==> src/rtl/bitbakery_pkg.sv <==
// rtl/bitbakery_pkg.sv - shared state codes and sizing helpers for the minigame sequencer
package bitbakery_pkg;

   typedef enum logic [2:0] {
      INICIAL    = 3'd0,
      PREPARACAO = 3'd1,
      EXECUCAO   = 3'd2,
      FIM        = 3'd3,
      INTERVALO  = 3'd4,
      START      = 3'd5
   } seq_state_e;

   // Truncated to the select width at the use site; all-ones means "no game".
   localparam logic [31:0] NO_GAME_ALL = '1;

   function automatic int sat_sum_w(input int total_w, input int score_w);
      return ((total_w > score_w) ? total_w : score_w) + 1;
   endfunction

endpackage

==> src/rtl/minigame_sequencer_if.sv <==
// rtl/minigame_sequencer_if.sv - bus between the sequencer and its attached minigames
interface minigame_sequencer_if #(
   parameter int N_GAMES = 3,
   parameter int STATE_W = 4,
   parameter int SCORE_W = 3
);
   logic [N_GAMES-1:0]         jogar;
   logic [N_GAMES*STATE_W-1:0] game_estado;
   logic [N_GAMES-1:0]         game_pronto;
   logic [N_GAMES*SCORE_W-1:0] game_pontuacao;

   modport master (output jogar, input game_estado, game_pronto, game_pontuacao);
   modport slave  (input jogar, output game_estado, game_pronto, game_pontuacao);
endinterface

==> src/rtl/minigame_sequencer_seq_timer.sv <==
// rtl/minigame_sequencer_seq_timer.sv - clear/enable counter with a terminal-count flag
module seq_timer #(
   parameter int TERMINAL = 2
) (
   input  logic clock,
   input  logic reset,
   input  logic clear,
   input  logic enable,
   output logic terminal
);
   localparam int CW = (TERMINAL > 1) ? $clog2(TERMINAL) : 1;
   localparam logic [CW-1:0] TC = CW'((TERMINAL > 0) ? TERMINAL - 1 : 0);

   logic [CW-1:0] count_q, count_d;

   // TERMINAL of 0 disables the flag entirely.
   assign terminal = (TERMINAL > 0) && (count_q == TC);

   always_comb begin
      count_d = count_q;
      if (clear)
         count_d = '0;
      else if (enable && !terminal)
         count_d = count_q + CW'(1);
   end

   always_ff @(posedge clock) begin
      if (reset)
         count_q <= '0;
      else
         count_q <= count_d;
   end
endmodule

==> src/rtl/minigame_sequencer.sv <==
// rtl/minigame_sequencer.sv - N-game select/interval/start/execute/end sequencer with tournament mode
module minigame_sequencer #(
   parameter int N_GAMES         = 3,
   parameter int SEL_W           = 2,
   parameter int STATE_W         = 4,
   parameter int SCORE_W         = 3,
   parameter int TOTAL_W         = 5,
   parameter int INTERVAL_CYCLES = 2000,
   parameter int TIMEOUT_CYCLES  = 0
) (
   input  logic               clock,
   input  logic               reset,
   input  logic               iniciar,
   input  logic               dificuldade,
   input  logic [SEL_W-1:0]   minigame,
   input  logic               modo_torneio,
   minigame_sequencer_if.master games,
   output logic [SEL_W-1:0]   game_sel,
   output logic               dificuldade_out,
   output logic [STATE_W-1:0] estado_out,
   output logic [TOTAL_W-1:0] pontuacao_total,
   output logic [SEL_W-1:0]   rodada,
   output logic               timeout,
   output logic               pronto,
   output logic [2:0]         db_estado_seq
);
   import bitbakery_pkg::*;

   localparam int SUM_W = sat_sum_w(TOTAL_W, SCORE_W);
   localparam logic [SEL_W-1:0]   NO_GAME   = SEL_W'(NO_GAME_ALL);
   localparam logic [SEL_W-1:0]   N_SEL     = SEL_W'(N_GAMES);
   localparam logic [SEL_W-1:0]   LAST_SEL  = SEL_W'(N_GAMES - 1);
   localparam logic [SEL_W-1:0]   ONE_SEL   = SEL_W'(1);
   localparam logic [TOTAL_W-1:0] TOTAL_MAX = '1;

   seq_state_e         state_q, state_d;
   logic [SEL_W-1:0]   game_sel_q, game_sel_d;
   logic               dific_q, dific_d;
   logic [TOTAL_W-1:0] total_q, total_d;
   logic [SEL_W-1:0]   rodada_q, rodada_d;
   logic               timeout_q, timeout_d;
   logic               torneio_q, torneio_d;

   logic               interval_done, exec_expired;
   logic               sel_pronto;
   logic [SCORE_W-1:0] sel_score;
   logic [STATE_W-1:0] sel_estado;
   logic [SEL_W-1:0]   sel_req;
   logic [SUM_W-1:0]   sum;
   logic [TOTAL_W-1:0] sat_total;

   seq_timer #(.TERMINAL(INTERVAL_CYCLES)) u_interval (
      .clock    (clock),
      .reset    (reset),
      .clear    (state_q != INTERVALO),
      .enable   (state_q == INTERVALO),
      .terminal (interval_done)
   );

   seq_timer #(.TERMINAL(TIMEOUT_CYCLES)) u_timeout (
      .clock    (clock),
      .reset    (reset),
      .clear    (state_q != EXECUCAO),
      .enable   (state_q == EXECUCAO),
      .terminal (exec_expired)
   );

   always_comb begin
      sel_pronto = 1'b0;
      sel_score  = '0;
      sel_estado = '0;
      games.jogar = '0;
      for (int k = 0; k < N_GAMES; k++) begin
         if (game_sel_q == SEL_W'(k)) begin
            sel_pronto  = games.game_pronto[k];
            sel_score   = games.game_pontuacao[k*SCORE_W +: SCORE_W];
            sel_estado  = games.game_estado[k*STATE_W +: STATE_W];
            games.jogar[k] = (state_q == START);
         end
      end
   end

   assign sum       = SUM_W'(total_q) + SUM_W'(sel_score);
   assign sat_total = (sum > SUM_W'(TOTAL_MAX)) ? TOTAL_MAX : TOTAL_W'(sum);
   assign sel_req   = modo_torneio ? '0 : minigame;

   always_comb begin
      state_d    = state_q;
      game_sel_d = game_sel_q;
      dific_d    = dific_q;
      total_d    = total_q;
      rodada_d   = rodada_q;
      timeout_d  = timeout_q;
      torneio_d  = torneio_q;
      case (state_q)
         INICIAL, FIM: begin
            if (iniciar) begin
               state_d   = PREPARACAO;
               total_d   = '0;
               rodada_d  = '0;
               timeout_d = 1'b0;
            end
         end
         PREPARACAO: begin
            // Validity is judged on the value being loaded, so a corrected
            // selection leaves on the very next edge.
            dific_d    = dificuldade;
            game_sel_d = sel_req;
            if (sel_req < N_SEL) begin
               state_d   = INTERVALO;
               torneio_d = modo_torneio;
            end
         end
         INTERVALO: if (interval_done) state_d = START;
         START:     state_d = EXECUCAO;
         EXECUCAO: begin
            if (sel_pronto) begin
               total_d  = sat_total;
               rodada_d = rodada_q + ONE_SEL;
               if (torneio_q && (game_sel_q < LAST_SEL)) begin
                  game_sel_d = game_sel_q + ONE_SEL;
                  state_d    = INTERVALO;
               end else begin
                  state_d = FIM;
               end
            end else if (exec_expired) begin
               timeout_d = 1'b1;
               state_d   = FIM;
            end
         end
         default: state_d = INICIAL;
      endcase
   end

   always_ff @(posedge clock) begin
      if (reset) begin
         state_q    <= INICIAL;
         game_sel_q <= NO_GAME;
         dific_q    <= 1'b0;
         total_q    <= '0;
         rodada_q   <= '0;
         timeout_q  <= 1'b0;
         torneio_q  <= 1'b0;
      end else begin
         state_q    <= state_d;
         game_sel_q <= game_sel_d;
         dific_q    <= dific_d;
         total_q    <= total_d;
         rodada_q   <= rodada_d;
         timeout_q  <= timeout_d;
         torneio_q  <= torneio_d;
      end
   end

   always_comb begin
      case (state_q)
         INTERVALO:          estado_out = STATE_W'(1);
         START, EXECUCAO, FIM: estado_out = sel_estado;
         default:            estado_out = STATE_W'(state_q);
      endcase
   end

   assign game_sel        = game_sel_q;
   assign dificuldade_out = dific_q;
   assign pontuacao_total = total_q;
   assign rodada          = rodada_q;
   assign timeout         = timeout_q;
   assign pronto          = (state_q == FIM);
   assign db_estado_seq   = state_q;
endmodule

==> src/flat_wrapper.sv <==
// flat-port wrapper written by rule: the top's interface ports become plain ports
module minigame_sequencer_flat import bitbakery_pkg::*;
#(
   parameter int N_GAMES         = 3,
   parameter int SEL_W           = 2,
   parameter int STATE_W         = 4,
   parameter int SCORE_W         = 3,
   parameter int TOTAL_W         = 5,
   parameter int INTERVAL_CYCLES = 2000,
   parameter int TIMEOUT_CYCLES  = 0
)
  (clock, reset, iniciar, dificuldade, minigame, modo_torneio, game_sel, dificuldade_out, estado_out, pontuacao_total, rodada, timeout, pronto, db_estado_seq, games_jogar, games_game_estado, games_game_pronto, games_game_pontuacao);
  minigame_sequencer_if #(.N_GAMES(N_GAMES), .STATE_W(STATE_W), .SCORE_W(SCORE_W)) games_i ();
  input  logic clock;
  input  logic reset;
  input  logic iniciar;
  input  logic dificuldade;
  input  logic [SEL_W-1:0] minigame;
  input  logic modo_torneio;
  output logic [SEL_W-1:0] game_sel;
  output logic dificuldade_out;
  output logic [STATE_W-1:0] estado_out;
  output logic [TOTAL_W-1:0] pontuacao_total;
  output logic [SEL_W-1:0] rodada;
  output logic timeout;
  output logic pronto;
  output logic [2:0] db_estado_seq;
  output wire logic [$bits(games_i.jogar)-1:0] games_jogar;
  input wire logic [$bits(games_i.game_estado)-1:0] games_game_estado;
  input wire logic [$bits(games_i.game_pronto)-1:0] games_game_pronto;
  input wire logic [$bits(games_i.game_pontuacao)-1:0] games_game_pontuacao;
  assign games_jogar = games_i.jogar;
  assign games_i.game_estado = games_game_estado;
  assign games_i.game_pronto = games_game_pronto;
  assign games_i.game_pontuacao = games_game_pontuacao;
  minigame_sequencer #(.N_GAMES(N_GAMES), .SEL_W(SEL_W), .STATE_W(STATE_W), .SCORE_W(SCORE_W), .TOTAL_W(TOTAL_W), .INTERVAL_CYCLES(INTERVAL_CYCLES), .TIMEOUT_CYCLES(TIMEOUT_CYCLES)) u_core (.clock(clock), .reset(reset), .iniciar(iniciar), .dificuldade(dificuldade), .minigame(minigame), .modo_torneio(modo_torneio), .games(games_i), .game_sel(game_sel), .dificuldade_out(dificuldade_out), .estado_out(estado_out), .pontuacao_total(pontuacao_total), .rodada(rodada), .timeout(timeout), .pronto(pronto), .db_estado_seq(db_estado_seq));
endmodule
==> config.mk <==
export PLATFORM = sky130hd
export DESIGN_NAME = minigame_sequencer_flat
export DESIGN_NICKNAME = d
export VERILOG_FILES = /design/src/rtl/bitbakery_pkg.sv /design/src/rtl/minigame_sequencer_if.sv /design/src/rtl/minigame_sequencer_seq_timer.sv /design/src/rtl/minigame_sequencer.sv /design/src/flat_wrapper.sv
export SDC_FILE = /design/constraint.sdc
export NUM_CORES = 1
export LEC_CHECK = 0
export ABC_AREA = 0
export ABC_CLOCK_PERIOD_IN_PS = 3400
export BUFFER_PORTS_ARGS = -buffer_cell sky130_fd_sc_hd__buf_4
export CORE_ASPECT_RATIO = 0.6
export CORE_UTILIZATION = 40
export CTS_CLUSTER_DIAMETER = 80
export DETAILED_ROUTE_END_ITERATION = 12
export PLACE_DENSITY = 0.62
export SLEW_MARGIN = 15
export SYNTH_ARGS = -nofsm -noshare
export SYNTH_HDL_FRONTEND = slang
export SYNTH_SLANG_ARGS = --single-unit
==> constraint.sdc <==
create_clock -name clock -period 3.4 [get_ports clock]
set_clock_uncertainty 0.15 [all_clocks]
set_input_delay 0.34 -clock clock [delete_from_list [all_inputs] [get_ports clock]]
set_output_delay 0.34 -clock clock [all_outputs]
set_load 0.01 [all_outputs]
==> reports/metrics.yaml <==
period_share_pct: 88.9
grt_max_degree: 23
synth-compound-area-share_pct: 24.0
core_um2: 3870
cts_root_buf: "clkbuf_8"
die-area_um2: 4540
num_vias: 1687
cts_post_setup_buffers_inserted: 0
wl_um: 4540
cp.arrival_ns: 3.02
whs_path_depth: 3
rows: 17
synth_fp_nets: 259
report.power.total_w: 0.00111
grt_busiest_layer: "met1"
crit_path_end_kind: "flip-flop"
met1_usage_pct: 35.1
nets: 304
cts_inserted_buffers: 3
r2r_slack_ns: 0.38
use_met2_pct: 25.1
start_util_pct: 44.1
async_reset_ff_share_pct: 0
worstSetupPathType: "reg2reg"
port_buffers: 51
p_per_area_nw_per_um2: 516
synth-xor-area-share_pct: 4.62
drtIter0Drc: 100
drive_gt1_share_pct: 24.7
ant_nets: 0
n_antenna_cell: 0
worstMarginPinSlew_ns: 0.673
multi_input_area_um2: 1120
cts.sinks: 25
syn_inst: 219
synth-simple-area-share_pct: 28.2
cp_max_fo: 13
r2r-start: "u_core.game_sel[1]$_SDFFE_PP1P_"
grt_pass1_wl_um: 7180
reg2reg_to: "u_core.pontuacao_total[4]$_SDFFE_PP0P_"
rsz0062_at_grt: "false"
syn_area_per_cell_um2: 7.79
start_kind: "flip-flop"
dp_hpwl_um: 3480
final_cell_area_um2: 2160
cts-resized-gates: 0
setup_violations: 0
die_y_um: 52.6
cts_tree: "done"
place.gp.congestion: 0.791
routed_via_density: 5.27
firstDrtPassIters: 4
postLayoutCoreUtil_pct: 55.8
yosysWarnings: 0
synth_top_family_by_area: "simple AND/OR/NAND/NOR gates"
top_level_ports: 53
wire_per_inst_um: 14.2
grt_overflow: 0
drv_cap: 0
period_needed_ns: 3.02
mostFrequentLayoutCell: "buf_4"
ys_seq_area_share_pct: 29.3
placed_area_um2: 2110
fp.dieW_um: 86.3
synth_fa_ha_area_share_pct: 7.04
whs_endpoint: "u_core.dificuldade_out$_SDFFE_PP0P_"
relSlewSlack_pct: 55.1
setup-tns-final_ns: 0
grt_pass1_vias: 1415
status: "finished, final reports clean"
clock_path_buffers: 2
layout_common_cells: "buf_4, nand2_1, dfxtp_1, nor2_1, a21oi_1"
fillers: 401
synthDistinctLibCells: 46
h-tree-depth: 1
post-route-drc-count: 0
ys_seq_elements: 25
fmax_ghz: 0.331
critPathRequiredTime_ns: 3.40
slew_violations: 0
cts_hold_buf: 0
areaGrowthSynthToFinish_pct: 26.5
yosys_most_used_dff: "dfxtp_1"
synth_edf_count: 0
clk_pin_slew_worst_paths_ns: 0.10
worst-r2r-cell-count: 13
clk_latency_ns: 0.28
hold_violations: 0
seq_area_um2: 500
grt_util_met3_pct: 5.98
min_from: "dificuldade"
hold_class: "in2reg"
synthMuxAreaShare_pct: 1.83
synth_area_um2: 1710
irDropWorstVdd_mv: 0.204
antenna_found_initial: 0
power.leakage_nw: 0.893
grtUsageTotal_pct: 21.2
## how the worst max path moves through the flow
stage	startpoint	to	slack, ns
final	u_core.game_sel[1]$_SDFFE_PP1P_	u_core.pontuacao_total[4]$_SDFFE_PP0P_	0.38
after global routing	u_core.game_sel[1]$_SDFFE_PP1P_	u_core.pontuacao_total[4]$_SDFFE_PP0P_	0.02
after CTS	u_core.game_sel[1]$_SDFFE_PP1P_	u_core.pontuacao_total[4]$_SDFFE_PP0P_	0.41
after detailed placement	u_core.game_sel[1]$_SDFFE_PP1P_	u_core.pontuacao_total[4]$_SDFFE_PP0P_	0.46
after global placement	u_core.game_sel[1]$_SDFFE_PP1P_	u_core.pontuacao_total[4]$_SDFFE_PP0P_	0.56
after floorplan	u_core.game_sel[0]$_SDFFE_PP1P_	u_core.pontuacao_total[4]$_SDFFE_PP0P_	0.82
## power by group
part,internal (W),switching [W],leakage (nW)
logic,0.000230,0.000290,0.665
registers,0.000323,0.0000787,0.202
clock network,0.0000861,0.000105,0.0261
## cell usage after synthesis (4+ instances only)
cell type,number,area [um2]
nand2_1,27,101
dfxtp_1,25,500
nor2_1,21,78.8
a21oi_1,18,90.1
o21ai_0,17,85.1
and3_1,8,50.1
ha_1,8,100
inv_1,8,30.0
o211ai_1,7,52.6
xor2_1,7,61.3
a22oi_1,6,45.0
clkbuf_1,6,22.5
a211oi_1,5,37.5
nand3_1,5,25.0
nor2b_1,5,31.3
nand2b_1,4,25.0
nor3_1,4,20.0
## routing by layer
layer / share of wire (%) / up-vias
li1: - / 873
met1: 58 / 753
met5: 0 / -
met3: 8.5 / 4
met4: 0.82 / 0
met2: 33 / 57
## critical path: stages, from the launching register on
cell and delay [ns]:
dfxtp_1 0.39, inv_1 0.10, ha_1 0.33, nor2b_1 0.33
a22oi_1 0.12, o21ai_0 0.20, ha_1 0.21, inv_1 0.06
fa_1 0.41, nor2b_1 0.15, o21a_1 0.14, nand2_1 0.05
o21ai_0 0.16, a211oi_1 0.09
## kinds of logic after synthesis
group | Yosys count
AND/OR/NAND/NOR | 91
buffers and inverters | 19
flip-flops | 25
XOR/XNOR | 9
AO/OA/AOI/OAI | 62
multiplexers | 3
adder cells (fa/ha/maj) | 9
other | 1
## flip-flops by register name, summed over array words and instances, names as in the netlist
name,cells
u_core.game_sel,2
u_core.u_interval.count_q,11
u_core.db_estado_seq,3
u_core.dificuldade_out,1
u_core.rodada,2
u_core.torneio_q,1
u_core.pontuacao_total,5
## cell type report
type	instances	share of cell area (%)
Tap cell	57	3.30
Sequential cell	25	23.2
Inverter	8	1.39
Timing Repair Buffer	51	17.7
Clock buffer	3	1.91
Multi-Input combinational cell	175	52.1
Clock inverter	1	0.406
## through the flow
step,setup slack [ns],hold slack (ns),cells
finish,0.376,0.150,320
CTS,0.411,0.142,320
global placement,0.558,0.325,316
floorplan,0.822,0.263,219
global route,0.0166,0.141,320
detailed placement,0.458,0.325,316
Power figures use the tool's default switching activity.
